--- src/rtl/demux_1to6_stream_pkg.sv ---
// demux_pkg: shared channel count, select width, FSM states and select range check
package demux_pkg;
  localparam int NUM_CH = 6;
  localparam int SEL_W = 3;
  typedef enum logic {IDLE, RUN} state_t;
  function automatic logic sel_valid(input logic [SEL_W-1:0] sel);
    return int'(sel) < NUM_CH;
  endfunction
endpackage

--- src/rtl/demux_1to6_stream_if.sv ---
// demux_1to6_stream_if: stream in (s_data/s_valid/s_ready, sel_req), six channel outs (out0..out5, out_valid, out_ready), status (active_sel, sel_err)
interface demux_1to6_stream_if #(parameter int WIDTH = 5);
  logic [WIDTH-1:0] s_data;
  logic s_valid;
  logic s_ready;
  logic [2:0] sel_req;
  logic [WIDTH-1:0] out0, out1, out2, out3, out4, out5;
  logic [5:0] out_valid;
  logic [5:0] out_ready;
  logic [2:0] active_sel;
  logic sel_err;
  modport master (
    output s_data, s_valid, sel_req, out_ready,
    input s_ready, out0, out1, out2, out3, out4, out5, out_valid, active_sel, sel_err
  );
  modport slave (
    input s_data, s_valid, sel_req, out_ready,
    output s_ready, out0, out1, out2, out3, out4, out5, out_valid, active_sel, sel_err
  );
endinterface

--- src/rtl/demux_1to6_stream_reg_slice.sv ---
// stream_reg_slice: single-entry valid/ready register; ports clk, rst_n, in_valid_i/in_data_i/in_ready_o, out_valid_o/out_data_o/out_ready_i; a simultaneous load and unload replaces the entry
module stream_reg_slice #(parameter int W = 8) (
  input  logic         clk,
  input  logic         rst_n,
  input  logic         in_valid_i,
  input  logic [W-1:0] in_data_i,
  output logic         in_ready_o,
  output logic         out_valid_o,
  output logic [W-1:0] out_data_o,
  input  logic         out_ready_i
);
  logic full_q;
  logic [W-1:0] data_q;
  assign in_ready_o = !full_q || out_ready_i;
  assign out_valid_o = full_q;
  assign out_data_o = data_q;
  always_ff @(posedge clk or negedge rst_n)
    if (!rst_n) begin
      full_q <= 1'b0;
      data_q <= '0;
    end else if (in_valid_i && in_ready_o) begin
      full_q <= 1'b1;
      data_q <= in_data_i;
    end else if (out_ready_i) begin
      full_q <= 1'b0;
    end
endmodule

--- src/rtl/demux_1to6_stream.sv ---
// demux_1to6_stream: routes FRAME_LEN-sample frames from one valid/ready stream to one of six channels chosen at frame start; ports clk, rst_n, bus (slave)
module demux_1to6_stream
  import demux_pkg::*;
#(
  parameter int WIDTH = 5,
  parameter int FRAME_LEN = 16
) (
  input logic clk,
  input logic rst_n,
  demux_1to6_stream_if.slave bus
);
  localparam int CW = $clog2(FRAME_LEN + 1);
  localparam int PW = SEL_W + WIDTH;
  state_t state_q;
  logic [CW-1:0] cnt_q;
  logic [SEL_W-1:0] active_sel_q;
  logic sel_err_q;
  logic [SEL_W-1:0] cur_sel, tag;
  logic [WIDTH-1:0] data;
  logic [PW-1:0] held;
  logic [7:0] ordy_ext;
  logic drop, slice_ready, full, xfer, last;
  assign cur_sel = state_q == IDLE ? bus.sel_req : active_sel_q;
  assign drop = !sel_valid(cur_sel);
  assign bus.s_ready = drop || slice_ready;
  assign xfer = bus.s_valid && bus.s_ready;
  assign last = cnt_q == CW'(FRAME_LEN - 1);
  assign {tag, data} = held;
  assign ordy_ext = {2'b00, bus.out_ready};
  stream_reg_slice #(.W(PW)) u_slice (
    .clk(clk),
    .rst_n(rst_n),
    .in_valid_i(bus.s_valid && !drop),
    .in_data_i({cur_sel, bus.s_data}),
    .in_ready_o(slice_ready),
    .out_valid_o(full),
    .out_data_o(held),
    .out_ready_i(ordy_ext[tag])
  );
  always_ff @(posedge clk or negedge rst_n)
    if (!rst_n) begin
      state_q <= IDLE;
      cnt_q <= '0;
      active_sel_q <= '0;
      sel_err_q <= 1'b0;
    end else begin
      sel_err_q <= xfer && state_q == IDLE && !sel_valid(bus.sel_req);
      if (xfer && state_q == IDLE) begin
        active_sel_q <= bus.sel_req;
        state_q <= FRAME_LEN == 1 ? IDLE : RUN;
        cnt_q <= FRAME_LEN == 1 ? '0 : CW'(1);
      end else if (xfer) begin
        state_q <= last ? IDLE : RUN;
        cnt_q <= last ? '0 : cnt_q + CW'(1);
      end
    end
  for (genvar k = 0; k < NUM_CH; k++) begin : g_vld
    assign bus.out_valid[k] = full && tag == SEL_W'(k);
  end
  assign bus.out0 = bus.out_valid[0] ? data : '0;
  assign bus.out1 = bus.out_valid[1] ? data : '0;
  assign bus.out2 = bus.out_valid[2] ? data : '0;
  assign bus.out3 = bus.out_valid[3] ? data : '0;
  assign bus.out4 = bus.out_valid[4] ? data : '0;
  assign bus.out5 = bus.out_valid[5] ? data : '0;
  assign bus.active_sel = active_sel_q;
  assign bus.sel_err = sel_err_q;
endmodule
--- src/flat_wrapper.sv ---
// flat-port wrapper written by rule: the top's interface ports become plain ports
module demux_1to6_stream_flat import demux_pkg::*;
#(
  parameter int WIDTH = 5,
  parameter int FRAME_LEN = 16
)
  (clk, rst_n, bus_s_data, bus_s_valid, bus_sel_req, bus_out_ready, bus_s_ready, bus_out0, bus_out1, bus_out2, bus_out3, bus_out4, bus_out5, bus_out_valid, bus_active_sel, bus_sel_err);
  demux_1to6_stream_if #(.WIDTH(WIDTH)) bus_i ();
  input logic clk;
  input logic rst_n;
  input wire logic [$bits(bus_i.s_data)-1:0] bus_s_data;
  input wire logic [$bits(bus_i.s_valid)-1:0] bus_s_valid;
  input wire logic [$bits(bus_i.sel_req)-1:0] bus_sel_req;
  input wire logic [$bits(bus_i.out_ready)-1:0] bus_out_ready;
  output wire logic [$bits(bus_i.s_ready)-1:0] bus_s_ready;
  output wire logic [$bits(bus_i.out0)-1:0] bus_out0;
  output wire logic [$bits(bus_i.out1)-1:0] bus_out1;
  output wire logic [$bits(bus_i.out2)-1:0] bus_out2;
  output wire logic [$bits(bus_i.out3)-1:0] bus_out3;
  output wire logic [$bits(bus_i.out4)-1:0] bus_out4;
  output wire logic [$bits(bus_i.out5)-1:0] bus_out5;
  output wire logic [$bits(bus_i.out_valid)-1:0] bus_out_valid;
  output wire logic [$bits(bus_i.active_sel)-1:0] bus_active_sel;
  output wire logic [$bits(bus_i.sel_err)-1:0] bus_sel_err;
  assign bus_i.s_data = bus_s_data;
  assign bus_i.s_valid = bus_s_valid;
  assign bus_i.sel_req = bus_sel_req;
  assign bus_i.out_ready = bus_out_ready;
  assign bus_s_ready = bus_i.s_ready;
  assign bus_out0 = bus_i.out0;
  assign bus_out1 = bus_i.out1;
  assign bus_out2 = bus_i.out2;
  assign bus_out3 = bus_i.out3;
  assign bus_out4 = bus_i.out4;
  assign bus_out5 = bus_i.out5;
  assign bus_out_valid = bus_i.out_valid;
  assign bus_active_sel = bus_i.active_sel;
  assign bus_sel_err = bus_i.sel_err;
  demux_1to6_stream #(.WIDTH(WIDTH), .FRAME_LEN(FRAME_LEN)) u_core (.clk(clk), .rst_n(rst_n), .bus(bus_i));
endmodule
--- config.mk ---
export PLATFORM = sky130hd
export DESIGN_NAME = demux_1to6_stream_flat
export DESIGN_NICKNAME = d
export VERILOG_FILES = /design/src/rtl/demux_1to6_stream_pkg.sv /design/src/rtl/demux_1to6_stream_if.sv /design/src/rtl/demux_1to6_stream_reg_slice.sv /design/src/rtl/demux_1to6_stream.sv /design/src/flat_wrapper.sv
export SDC_FILE = /design/constraint.sdc
export NUM_CORES = 1
export LEC_CHECK = 0
export CORE_ASPECT_RATIO = 2
export CORE_MARGIN = 2
export CORE_UTILIZATION = 44
export CTS_BUF_LIST = sky130_fd_sc_hd__clkbuf_16
export CTS_CLUSTER_SIZE = 12
export DETAILED_ROUTE_END_ITERATION = 10
export GPL_ROUTABILITY_DRIVEN = 1
export HOLD_SLACK_MARGIN = 0.02
export PLACE_DENSITY = 0.85
export SLEW_MARGIN = 20
export SYNTH_ARGS = -nofsm -noshare
export SYNTH_HDL_FRONTEND = slang
export SYNTH_SLANG_ARGS = --single-unit
--- constraint.sdc ---
create_clock -name clk -period 4.2 [get_ports clk]
set_input_delay 0.63 -clock clk [delete_from_list [all_inputs] [get_ports clk]]
set_output_delay 0.63 -clock clk [all_outputs]
set_load 0.05 [all_outputs]
## Word-level counts from Yosys, hierarchy flattened

Index checks and enable logic that the tools add are counted.

| word-level totals | value |
|---|---|
| logic and storage cells | 53 |
| flip-flop bits (word level) | 19 |
| output and inout port bits | 41 |

| operators by class | value |
|---|---|
| order comparisons | 3 |
| multiplexer cells | 17 |
| bitwise logic cells | 1 |
| reductions and logical operators | 19 |
| add/sub/neg operators | 1 |
| eq/ne operators | 6 |

Operator list:

| operator | count |
|---|---|
| $mux W5 | 9 |
| $logic_and A1 B1 Y1 | 11 |
| $eq A3 B2 Y1 const B | 2 |
| $eq A3 B3 Y1 const B | 2 |
| $lt A3 B3 Y1 const B | 2 |
| $mux W1 | 6 |
| $add A5 B1 Y5 const B | 1 |
| $eq A5 B4 Y1 const B | 1 |
| $lt A3 B4 Y1 const B | 1 |
| $reduce_bool A2 Y1 | 2 |
| $bmux W1 S3 | 1 |
| $eq A3 B1 Y1 const B | 1 |
| $logic_not A1 Y1 | 3 |
| $logic_not A3 Y1 | 1 |
| $mux W3 | 1 |
| $logic_or A1 B1 Y1 | 2 |
| $not A1 Y1 | 1 |

## Longest topological paths before layout

Gate-level depths: netlist of run 1.

| depth | value |
|---|---|
| depth in word-level cells | 7 |
| gate-level depth with buffers | 7 |
| depth with buffers taken out | 6 |

## Cells and area by module

Synthesis of run 1 repeated with hierarchy kept, for this count alone.

| second synthesis, totals | value |
|---|---|
| cells, all modules | 118 |
| area, all modules | 1,212.4 sq um |

By module, submodules not included:

| module | instances | cells each | seq. area each (sq um) | area each (sq um) |
|---|---|---|---|---|
| demux_1to6_stream | 1 | 98 | 250.2 | 827.0 |
| stream_reg_slice | 1 | 20 | 225.2 | 385.4 |

## Worst setup path before layout of run 1

No wires, ideal clock.

| timing path | value |
|---|---|
| path type | reg2out |
| start | reg u_core.u_slice.data_q[7] (netlist: u_core.u_slice.out_data_o[7]) |
| end | out bus_out0[0] |
| data required time | 3.570 ns |
| arrival time | 2.870 ns |
| cell stages (with the launch flop) | 4 |
| slack | 0.700 ns |
| buffers on the path | 1 |
| path through | dfrtp_1 clkbuf_2 nor4_1 and2_1 |

| between the ends | value |
|---|---|
| word-level cells in the longest chain between the ends | 3 |

Ends and longest elaborated chain:

| item | line | RTL |
|---|---|---|
| start: declaration | demux_1to6_stream_reg_slice.sv:13 | `logic [W-1:0] data_q;` |
| start signal: assignment | demux_1to6_stream_reg_slice.sv:23 | `data_q <= in_data_i;` |
| $logic_not A3 Y1 | demux_1to6_stream.sv:58 | `assign bus.out_valid[k] = full && tag == SEL_W'(k);` |
| $logic_and A1 B1 Y1 | demux_1to6_stream.sv:58 |  |
| net bus_out_valid[0] | flat_wrapper.sv:22 | `output wire logic [$bits(bus_i.out_valid)-1:0] bus_out_valid;` |
| $mux W5 | demux_1to6_stream.sv:60 | `assign bus.out0 = bus.out_valid[0] ? data : '0;` |
| end: declaration | flat_wrapper.sv:16 | `output wire logic [$bits(bus_i.out0)-1:0] bus_out0;` |

The timed path passes the listed nets, and every way through them passes these cells.

## Worst setup path in the final report of run 1

| timing path | value |
|---|---|
| start | in bus_out_ready[2] |
| end | out bus_s_ready |

| between the ends | value |
|---|---|
| word-level cells in the longest chain between the ends | 4 |

Ends and longest elaborated chain:

| item | line | RTL |
|---|---|---|
| start: declaration | flat_wrapper.sv:14 | `input wire logic [$bits(bus_i.out_ready)-1:0] bus_out_ready;` |
| $bmux W1 S3 | demux_1to6_stream.sv:38 | `.out_ready_i(ordy_ext[tag])` |
| $mux W1 (not written as such) | demux_1to6_stream.sv:38 |  |
| $logic_or A1 B1 Y1 | demux_1to6_stream_reg_slice.sv:14 | `assign in_ready_o = !full_q \|\| out_ready_i;` |
| $logic_or A1 B1 Y1 | demux_1to6_stream.sv:25 | `assign bus.s_ready = drop \|\| slice_ready;` |
| end: declaration | flat_wrapper.sv:15 | `output wire logic [$bits(bus_i.s_ready)-1:0] bus_s_ready;` |

No other way between the ends. The select of a mux whose other input is x is not followed.

==> out/results.env, run 1 <==
RUN_STATUS='completed'
DETAIL_ROUTE.DRC_VIOLATIONS=0
YS_SEQ_ELEMENTS=19
AREA_GROWTH_SYN_TO_LAYOUT_PCT=51.9
CRIT_PATH_MAX_FANOUT=10
POSTROUTEANTENNANETS=0
POWER_SWITCHING_W=0.000810
SYNTH.CELL_AREA_SQ_UM=1260
SWSHARE=0.510
CLOCK_INSERTION_DELAY_WORST_SKEW_NS=0.25
CLOCK_SLEW_AT_THE_REGISTER_CLOCK_PINS_OF_THE_WORST_SETUP_AND_HOLD_PATHS_NS=0.05
SYNTH.NET_COUNT=143
MAXIMUM_NUMBER_OF_PINS_ON_ONE_NET_BEFORE_GLOBAL_ROUTE_REPAIR=20
HTREE_LEVELS=1
BUFFER_PORTS.INSERTED=57
CLOCK-SKEW-FINAL_NS=0.00123
DRT_PRE_ANTENNA_ITERS=4
GRT_ANTENNA_BEFORE_REPAIR=0
NUM-FILL-CELLS=218
TIMING.SLEW.HEADROOM=0.434
ROUTED_WL_UM=3100
GRT.TOTAL_USAGE=0.197
TOTAL_LEAKAGE_POWER_nW=0.831
GRT_FIRST_PASS_WIRELENGTH_UM=5080
CTSRESIZECOUNT=0
INTERNAL_W=0.000777
DESIGN_POWER_TOTAL_W=0.00159
CP-END-KIND='output pin'
CORE_AREA_SQ_UM=2740
DETAIL_ROUTE.VIAS_PER_CELL=5.47
FINALCRITICALPERIOD_NS=3.53
SHARE_COMB_OF_TOTAL_POWER=0.636
MIN_PERIOD_OVER_PERIOD=0.839
SETUP_VIOL=0
SHARE_OF_POWER_BURNED_IN_REGISTERS=0.242
PRE_CTS_WS_NS=0.684
GRT_OVERFLOW=0
HOLD_PATH.CLASS='reg -> reg'
TRITONCTS.NUM_BUFFERS=3
GRT_SETUP_UNREPAIRED='false'
DRTITER0DRC=13
POWER.SHARE.CLOCK=0.122
HOLD_BUFFERS=0
CTS_TREE='built'
TIMING_MAX_TRANSITION_VIOLATIONS_FINAL=0
START_KIND='primary input'
CLK_PATH_BUF_DEPTH=2
VDD.IR_DROP.WORST_uV=552
ANTENNA-DIODE-COUNT=0
FLOORPLAN.INITIALDENSITY=0.461
CP_DATA_REQUIRED_TIME_NS=3.57
POWER-PER-CELL-AREA_nW_PER_UM2=827
TIMING.FINAL.WS_SETUP_NS=0.674
WORST_EP_ARRIVAL_TIME_NS=2.90
MAX_FREQ_MHz=284
MAX_CAP_VIOLATIONS=0
FLOORPLAN.DIE.WIDTH_UM=41.9
CTS_SETUP_BUFFERS=0
SYNTH_AREA_PER_CELL_SQ_UM=10.1
CRIT_TYPE='in -> out'
YS.WARNINGS.COUNT=0
ROUTABILITY_CONG=0.821
POST_SYNTH_NUM_CELL_TYPES=33
DIE_AREA_SQ_UM=3340
SYN_INST=125
DPL.HPWL_UM=2550
REGISTER_AREA_SHARE_AFTER_SYNTHESIS=0.377
ROUTE.VIAS.TOTAL=1155
HOLD_VIOLATIONS=0
FINALNETCOUNT=201
NUMBER_OF_GLOBAL_ROUTE_VIAS_BEFORE_REPAIR=1163
FINALSETUPTNS_NS=0
CTS_ROOT_BUF='clkbuf_16'
REG2REG_SLACK_NS=2.14
SEQUENTIAL_CELL_AREA_SQ_UM=475
MULTI_INPUT_AREA_SQ_UM=737
ROW_COUNT=27
HOLD-WORST-SLACK_NS=0.524
CORE_OCCUPANCY_IN_THE_FINISHED_LAYOUT=0.701
IO_PINS=58
CLOCK_SINKS=19
DIE-HEIGHT_UM=79.8
ROUTEDWLPERCELL_UM=14.7
POST_ROUTE_CELLS_DRIVE_ABOVE_1_SHARE=0.104
MAX_SLEW.WORST_PIN.SLEW_NS=0.841
[cells in the final DEF, fill, tap and decap left out, types with 2 or more instances in the layout]
| cell type | count |
|---|---|
| clkbuf_16 | 3 |
| mux2i_1 | 8 |
| a22o_1 | 2 |
| o21ai_0 | 4 |
| o22a_1 | 2 |
| and2_1 | 30 |
| nand3_1 | 7 |
| dfrtp_1 | 19 |
| nor3_2 | 2 |
| nor3_1 | 2 |
| nand2b_1 | 3 |
| a21boi_0 | 4 |
| nor2_1 | 2 |
| mux2_4 | 5 |
| clkdlybuf4s50_1 | 57 |
| nor2b_1 | 3 |
| o21a_1 | 3 |
| nand2_1 | 4 |
| nor4_1 | 4 |
| inv_1 | 4 |
| or2_2 | 2 |
[area by class of cell]
class / instances / area share
Clock buffer: 3 / 0.0391
Inverter: 5 / 0.00978
Timing Repair Buffer: 57 / 0.297
Tap cell: 29 / 0.0189
Multi-Input combinational cell: 97 / 0.384
Clock inverter: 1 / 0.00261
Sequential cell: 19 / 0.248
[cells in the mapped netlist (all sizes together)]
library cell	instances	area (sq um)
inv	5	18.8
buf	3	26.3
mux2i	8	80.1
o21a	3	22.5
or2	2	12.5
o21ai	6	45.1
o31ai	1	7.51
nand2	4	15.0
a21oi	1	5.00
nor2	2	7.51
o22a	2	17.5
nor4	4	25.0
clkbuf	1	5.00
or3	1	6.26
ha	1	12.5
nand2b	3	18.8
a22o	2	17.5
dfrtp	19	475
a21boi	4	30.0
o41ai	1	27.5
and2	30	188
nor2b	3	18.8
mux2	7	97.6
nand3	8	52.6
nor3	4	30.0
[flip-flops by register name, indices dropped and copies added (netlist names)]
| name | count |
|---|---|
| u_core.state_q | 1 |
| u_core.bus.sel_err | 1 |
| u_core.cnt_q | 5 |
| u_core.u_slice.out_data_o | 8 |
| u_core.bus.active_sel | 3 |
| u_core.u_slice.out_valid_o | 1 |
[worst paths after layout]
kind,from,cells after the start,to
worst max-delay path,bus_out_ready[2],6,bus_s_ready
worst min-delay path,u_core.cnt_q[1]$_DFFE_PN0P_,2,u_core.cnt_q[1]$_DFFE_PN0P_
worst max register to register,u_core.state_q$_DFFE_PN0P_,3,u_core.cnt_q[0]$_DFFE_PN0P_
worst min register to register,u_core.cnt_q[1]$_DFFE_PN0P_,2,u_core.cnt_q[1]$_DFFE_PN0P_
max in group asynchronous,rst_n,1,u_core.bus.active_sel[2]$_DFFE_PN0P_
min in group asynchronous,rst_n,1,u_core.cnt_q[0]$_DFFE_PN0P_
[power groups by stage]
stage | Clock [W] | Combinational, W | Sequential [W]
after floorplan | 0 | 0.000751 | 0.000365
after global placement | 0 | 0.000987 | 0.000377
after detailed placement | 0 | 0.00101 | 0.000385
after CTS | 0.000198 | 0.00102 | 0.000383
after global routing | 0.000205 | 0.00107 | 0.000400
final | 0.000194 | 0.00101 | 0.000384
[kinds of logic after synthesis]
family / Yosys count / share of synthesized area
muxes: 15 / 0.141
AOI/OAI and AO/OA: 20 / 0.137
DFF: 19 / 0.377
and+or+nand+nor: 61 / 0.296
adders and majority gates: 1 / 0.00991
buffers and inverters: 9 / 0.0396
[routing by layer]
layer  vias up  GRT usage  routed length (um)
met1       531      0.159                 995
li1        552          -                   -
met3         9     0.0339                 229
met4         0     0.0968                  94
met5         -          0                   0
met2        63      0.417                1780
[metrics by stage]
step	instance area [sq um]	cells
after floorplan	1260	125
after global placement	1840	207
after detailed placement	1840	207
after CTS	1920	211
after global routing	1920	211
final	1920	211
[worst max-delay path, stage by stage]
cell and delay (ns):
clkdlybuf4s50_1 0.41, mux2i_1 0.16, nor3_2 0.08, or3_1 0.57, or2_2 0.34, clkdlybuf4s50_1 0.70
No activity file was read; power rests on OpenSTA's default activity.
==> run 2, diff against run 1 <==
- CORE_UTILIZATION: 44 -> 37
- PLACE_DENSITY: 0.85 -> 0.76
- clock period: 4.2 -> 2.89 ns (I/O delays scaled with it)
==> out/results.env, run 2 (synthesized netlist as in run 1, its figures left out) <==
CTS_SETUP_BUFFERS=0
SHARE_OF_POWER_BURNED_IN_REGISTERS=0.238
DRTITER0DRC=9
CP_DATA_REQUIRED_TIME_NS=2.46
CLOCK_SLEW_AT_THE_REGISTER_CLOCK_PINS_OF_THE_WORST_SETUP_AND_HOLD_PATHS_NS=0.05
HTREE_LEVELS=1
TIMING.FINAL.WS_SETUP_NS=-0.00186
START_KIND='register'
CTS_TREE='built'
ROUTABILITY_CONG=0.777
POSTROUTEANTENNANETS=0
LARGEST_REGISTER_FF_COUNT=8
GRT_OVERFLOW=0
TRITONCTS.NUM_BUFFERS=3
DETAIL_ROUTE.DRC_VIOLATIONS=0
ANTENNA-DIODE-COUNT=0
CRIT_TYPE='reg -> out'
WORST_EP_ARRIVAL_TIME_NS=2.46
MAXIMUM_NUMBER_OF_PINS_ON_ONE_NET_BEFORE_GLOBAL_ROUTE_REPAIR=20
DPL.HPWL_UM=2490
COMMONEST_NON_FILL_NON_TAP_CELL_IN_THE_LAYOUT='clkdlybuf4s50_1'
TIMING.CRITICAL_PATH.SLOWEST_CELL_DELAY_NS=0.80
DRT_PRE_ANTENNA_ITERS=4
DIE-HEIGHT_UM=86.6
CRIT_PATH_TOP_DELAY_CELL='clkdlybuf4s50_1'
SWSHARE=0.506
FINALCRITICALPERIOD_NS=2.89
LAYOUT.CELL_AREA.NON_FILLER_SQ_UM=1960
FLOORPLAN.DIE.WIDTH_UM=45.3
CORE_AREA_SQ_UM=3340
GRT_FIRST_PASS_WIRELENGTH_UM=4980
HOLD_VIOLATIONS=0
CLOCK_INSERTION_DELAY_WORST_SKEW_NS=0.24
SHARE_COMB_OF_TOTAL_POWER=0.645
CLK_PATH_BUF_DEPTH=2
MIN_PERIOD_OVER_PERIOD=1.00
ROUTEDWLPERCELL_UM=13.8
CP-END-KIND='output pin'
GRT.TOTAL_USAGE=0.165
LAYOUT_COMMON_CELLS='clkdlybuf4s50_1, and2_1, dfrtp_1'
CLOCK_SINKS=19
NUMBER_OF_GLOBAL_ROUTE_VIAS_BEFORE_REPAIR=1179
CTS_ROOT_BUF='clkbuf_16'
POWER-PER-CELL-AREA_nW_PER_UM2=1190
ROUTE.VIAS.TOTAL=1165
GRT_ANTENNA_BEFORE_REPAIR=0
HOLD_PATH.CLASS='reg -> reg'
VDD.IR_DROP.WORST_uV=905
POWER_SWITCHING_W=0.00118
DIE_AREA_SQ_UM=3920
FIN_CELLS=217
AREA_GROWTH_SYN_TO_LAYOUT_PCT=54.9
VIOLATIONS='negative setup slack'
TOTAL_LEAKAGE_POWER_nW=0.866
CRITICAL_PATH_CELL_BY_CELL='nand2b_1 -> nor3_1 -> and2_1 -> clkdlybuf4s50_1'
TIMING.SLEW.HEADROOM=0.437
PLACED_CELL_AREA_SQ_UM=1860
ROUTED_WL_UM=3000
INTERNAL_W=0.00115
MAX_FREQ_MHz=346
BUFFER_PORTS.INSERTED=57
SETUP_VIOL=1
MAX_CAP_VIOLATIONS=0
POST_ROUTE_CELLS_DRIVE_ABOVE_1_SHARE=0.135
POWER.SHARE.CLOCK=0.117
ROW_COUNT=30
IO_PINS=58
HOLD_BUFFERS=0
GRT_SETUP_UNREPAIRED='true'
RUN_STATUS='finished with violations'
FLOORPLAN.INITIALDENSITY=0.378
MAX_SLEW.WORST_PIN.SLEW_NS=0.842
FINALNETCOUNT=204
CTSRESIZECOUNT=0
CLOCK-SKEW-FINAL_NS=0.000620
TIMING_MAX_TRANSITION_VIOLATIONS_FINAL=0
CRIT_PATH_MAX_FANOUT=8
DP_CELLS=213
DETAIL_ROUTE.VIAS_PER_CELL=5.37
==> run 2: layer usage <==
metal,share of wire,GRT usage,up-vias
met4,0.015,0.0695,0
met5,0,0,-
met1,0.34,0.161,550
met2,0.58,0.327,54
li1,-,-,557
met3,0.061,0.0104,4
==> run 2: worst paths after layout <==
kind / startpoint / endpoint / slack (ns) / cells past startpoint
setup / recovery: u_core.u_slice.out_data_o[7]$_DFFE_PN0P_ / bus_out4[0] / -0.002 / 4
hold / removal: u_core.cnt_q[4]$_DFFE_PN0P_ / u_core.cnt_q[4]$_DFFE_PN0P_ / 0.51 / 1
setup reg to reg: u_core.state_q$_DFFE_PN0P_ / u_core.cnt_q[0]$_DFFE_PN0P_ / 0.76 / 3
hold reg to reg: u_core.cnt_q[4]$_DFFE_PN0P_ / u_core.cnt_q[4]$_DFFE_PN0P_ / 0.51 / 1
max in group asynchronous: rst_n / u_core.u_slice.out_data_o[0]$_DFFE_PN0P_ / 1.70 / 1
min in group asynchronous: rst_n / u_core.cnt_q[0]$_DFFE_PN0P_ / 0.67 / 1
==> run 2: stage by stage <==
step	setup slack, ns	TNS [ns]	utilization	hold WS, ns	power [W]
2_1_floorplan	-0.414	-8.27	-	0.138	0.00162
3_3_place_gp	0.356	0	0.557	0.497	0.00201
3_5_place_dp	0.292	0	0.557	0.503	0.00205
4_1_cts	0.0220	0	0.581	0.522	0.00234
5_1_grt	-0.0999	-0.612	0.585	0.542	0.00248
6_report	-0.00186	-0.00186	0.585	0.513	0.00233
==> run 2: critical path, delay by kind of cell, from the launching register on <==
kind          cells  cell delay [ns]
simple gates      3             0.91
buf+inv           1             0.80
flops             1             0.51
==> run 2: final cells by class <==
type                            count  area (sq um)
Clock buffer                        3          75.1
Clock inverter                      1          5.00
Sequential cell                    19           475
Timing Repair Buffer               60           593
Multi-Input combinational cell     97           748
Inverter                            5          18.8
Fill cell                         298          1390
Tap cell                           32          40.0
==> run 2: power groups by stage <==
stage	combinational [W]	sequential, W	clock [W]
global placement	0.00147	0.000545	0
CTS	0.00150	0.000553	0.000283
detailed placement	0.00150	0.000557	0
global route	0.00161	0.000582	0.000295
floorplan	0.00109	0.000531	0
finish	0.00150	0.000554	0.000274
==> run 3, diff against run 2 <==
- SETUP_SLACK_MARGIN: default -> 0.1
==> out/results.env, run 3 (synthesized netlist as in run 1, its figures left out) <==
AREA_GROWTH_SYN_TO_LAYOUT_PCT=55.6
CLOCK-SKEW-FINAL_NS=0.00408
POWER.SHARE.CLOCK=0.118
MET3_WIRELENGTH_UM=214
SHARE_COMB_OF_TOTAL_POWER=0.641
TIMING.RR.END='u_core.cnt_q[0]$_DFFE_PN0P_'
LAYOUT_COMMON_CELLS='clkdlybuf4s50_1, and2_1, dfrtp_1'
HOLD_PATH.CLASS='reg -> reg'
SHARE_OF_POWER_BURNED_IN_REGISTERS=0.240
START_KIND='register'
CP_DATA_REQUIRED_TIME_NS=2.46
SETUP_VIOL=0
CP-END-KIND='output pin'
WORST_R2R_PATH_DEPTH=3
TIMING.SLEW.HEADROOM=0.446
TIMING_MAX_TRANSITION_VIOLATIONS_FINAL=0
SEQUENTIAL_CELL_AREA_SQ_UM=475
GRT.TOTAL_USAGE=0.188
MULTI_INPUT_AREA_SQ_UM=747
RUN_STATUS='completed'
CTS_SETUP_BUFFERS=0
NUM-FILL-CELLS=294
GRT_SETUP_UNREPAIRED='false'
HOLD_DEPTH=1
TOTAL_LEAKAGE_POWER_nW=0.983
MAX_FREQ_MHz=372
HOLD_VIOLATIONS=0
DRT_PRE_ANTENNA_ITERS=4
POST_ROUTE_CELLS_DRIVE_ABOVE_1_SHARE=0.182
VDD.IR_DROP.WORST_uV=645
HOLD-WORST-SLACK_NS=0.515
GRT_FIRST_PASS_WIRELENGTH_UM=5520
PLACED_CELL_AREA_SQ_UM=1870
SWSHARE=0.510
FLOORPLAN.INITIALDENSITY=0.378
INTERNAL_W=0.00116
GRT_ANTENNA_BEFORE_REPAIR=0
CRIT_PATH_MAX_FANOUT=6
CTS_TREE='built'
CRIT_TYPE='reg -> out'
POWER-PER-CELL-AREA_nW_PER_UM2=1200
DETAIL_ROUTE.DRC_VIOLATIONS=0
HTREE_LEVELS=1
ANTENNA-DIODE-COUNT=0
REG2REG_SLACK_NS=0.79
NUMBER_OF_GLOBAL_ROUTE_VIAS_BEFORE_REPAIR=1198
DETAIL_ROUTE.VIAS_PER_CELL=5.25
CTS_ROOT_BUF='clkbuf_16'
CORE_AREA_SQ_UM=3340
TRITONCTS.NUM_BUFFERS=3
WHS_ENDPOINT='u_core.cnt_q[4]$_DFFE_PN0P_'
POWER_SWITCHING_W=0.00120
BUFFER_PORTS.INSERTED=57
WORST_EP_ARRIVAL_TIME_NS=2.25
COMMONEST_NON_FILL_NON_TAP_CELL_IN_THE_LAYOUT='clkdlybuf4s50_1'
IO_PINS=58
CLK_PATH_BUF_DEPTH=2
ROW_COUNT=30
POSTROUTEANTENNANETS=0
DRTITER0DRC=14
ROUTEDWLPERCELL_UM=15.0
MAX_SLEW.WORST_PIN.SLEW_NS=0.829
CRITICAL_PATH_CELL_BY_CELL='inv_2 -> nor4_1 -> buf_4 -> and2_1 -> clkdlybuf4s50_1'
TIMING.CRITICAL_PATH.SLOWEST_CELL_DELAY_NS=0.81
FINALCRITICALPERIOD_NS=2.68
ROUTABILITY_CONG=0.900
FINALNETCOUNT=206
WL_MET1_UM=1140
TOP_LAYER_USED='met4'
DIE_AREA_SQ_UM=3920
CLOCK_INSERTION_DELAY_WORST_SKEW_NS=0.25
MAX_CAP_VIOLATIONS=0
MAXIMUM_NUMBER_OF_PINS_ON_ONE_NET_BEFORE_GLOBAL_ROUTE_REPAIR=20
LARGEST_REGISTER_FF_COUNT=8
CRITICAL_PATH.REG2REG.STARTPOINT='u_core.state_q$_DFFE_PN0P_'
DIE-HEIGHT_UM=86.6
CRIT_PATH_TOP_DELAY_CELL='clkdlybuf4s50_1'
LAYOUT.CELL_AREA.NON_FILLER_SQ_UM=1960
FLOORPLAN.DIE.WIDTH_UM=45.3
DPL.HPWL_UM=2640
DETAILROUTE.WIRELENGTH.MET2_UM=1880
CP.BUFFERS_INVERTERS=3
CLOCK_SLEW_AT_THE_REGISTER_CLOCK_PINS_OF_THE_WORST_SETUP_AND_HOLD_PATHS_NS=0.05
HOLDCRITSTARTPOINT='u_core.cnt_q[4]$_DFFE_PN0P_'
GRT_OVERFLOW=0
MIN_PERIOD_OVER_PERIOD=0.929
ROUTED_WL_UM=3290
CLOCK_SINKS=19
CRIT_FAMILY='buffers and inverters'
ROUTE.VIAS.TOTAL=1150
[run 3: worst max-delay path by stage]
stage	startpoint	endpoint	slack (ns)	cells after the start
CTS	u_core.u_slice.out_data_o[5]$_DFFE_PN0P_	bus_out3[0]	0.15	5
finish	u_core.u_slice.out_data_o[5]$_DFFE_PN0P_	bus_out1[2]	0.21	5
detailed placement	u_core.u_slice.out_data_o[5]$_DFFE_PN0P_	bus_out3[0]	0.42	5
floorplan	u_core.u_slice.out_data_o[7]$_DFFE_PN0P_	bus_out0[0]	-0.41	3
global placement	u_core.u_slice.out_data_o[5]$_DFFE_PN0P_	bus_out3[2]	0.48	5
global route	u_core.u_slice.out_data_o[5]$_DFFE_PN0P_	bus_out1[4]	0.10	5
[run 3: what timing repair did]
| action | in CTS | in global routing |
|---|---|---|
| gates resized for setup | 0 | 6 |
| endpoints found under the hold margin | 0 | 0 |
| setup endpoints to repair | 0 | 6 |
| hold buffers | 0 | 0 |
[run 3: power groups by stage]
stage	Sequential [W]	Clock, W	Combinational (W)
after floorplan	0.000532	0	0.00110
after global routing	0.000593	0.000298	0.00161
after global placement	0.000556	0	0.00148
final	0.000566	0.000279	0.00151
after CTS	0.000566	0.000285	0.00152
after detailed placement	0.000568	0	0.00151
[run 3: metrics by stage]
step	total power (W)	worst slack, ns	util	std cells	setup TNS (ns)
floorplan	0.00163	-0.414	-	125	-8.27
global placement	0.00204	0.479	0.560	215	0
detailed placement	0.00208	0.421	0.560	215	0
CTS	0.00237	0.152	0.584	219	0
global route	0.00250	0.100	0.588	219	0
finish	0.00236	0.205	0.588	219	0
[run 3: cell type report]
class,instances,share of cell area
Multi-Input combinational cell,97,0.380
Clock buffer,3,0.0382
Inverter,5,0.00955
Timing Repair Buffer,62,0.307
Tap cell,32,0.0204
Clock inverter,1,0.00255
Sequential cell,19,0.242
[run 3: routing by layer]
layer | GRT usage | vias up
met3 | 0.0229 | 6
met4 | 0.0802 | 0
met2 | 0.356 | 58
met5 | 0 | -
met1 | 0.190 | 524
li1 | - | 562
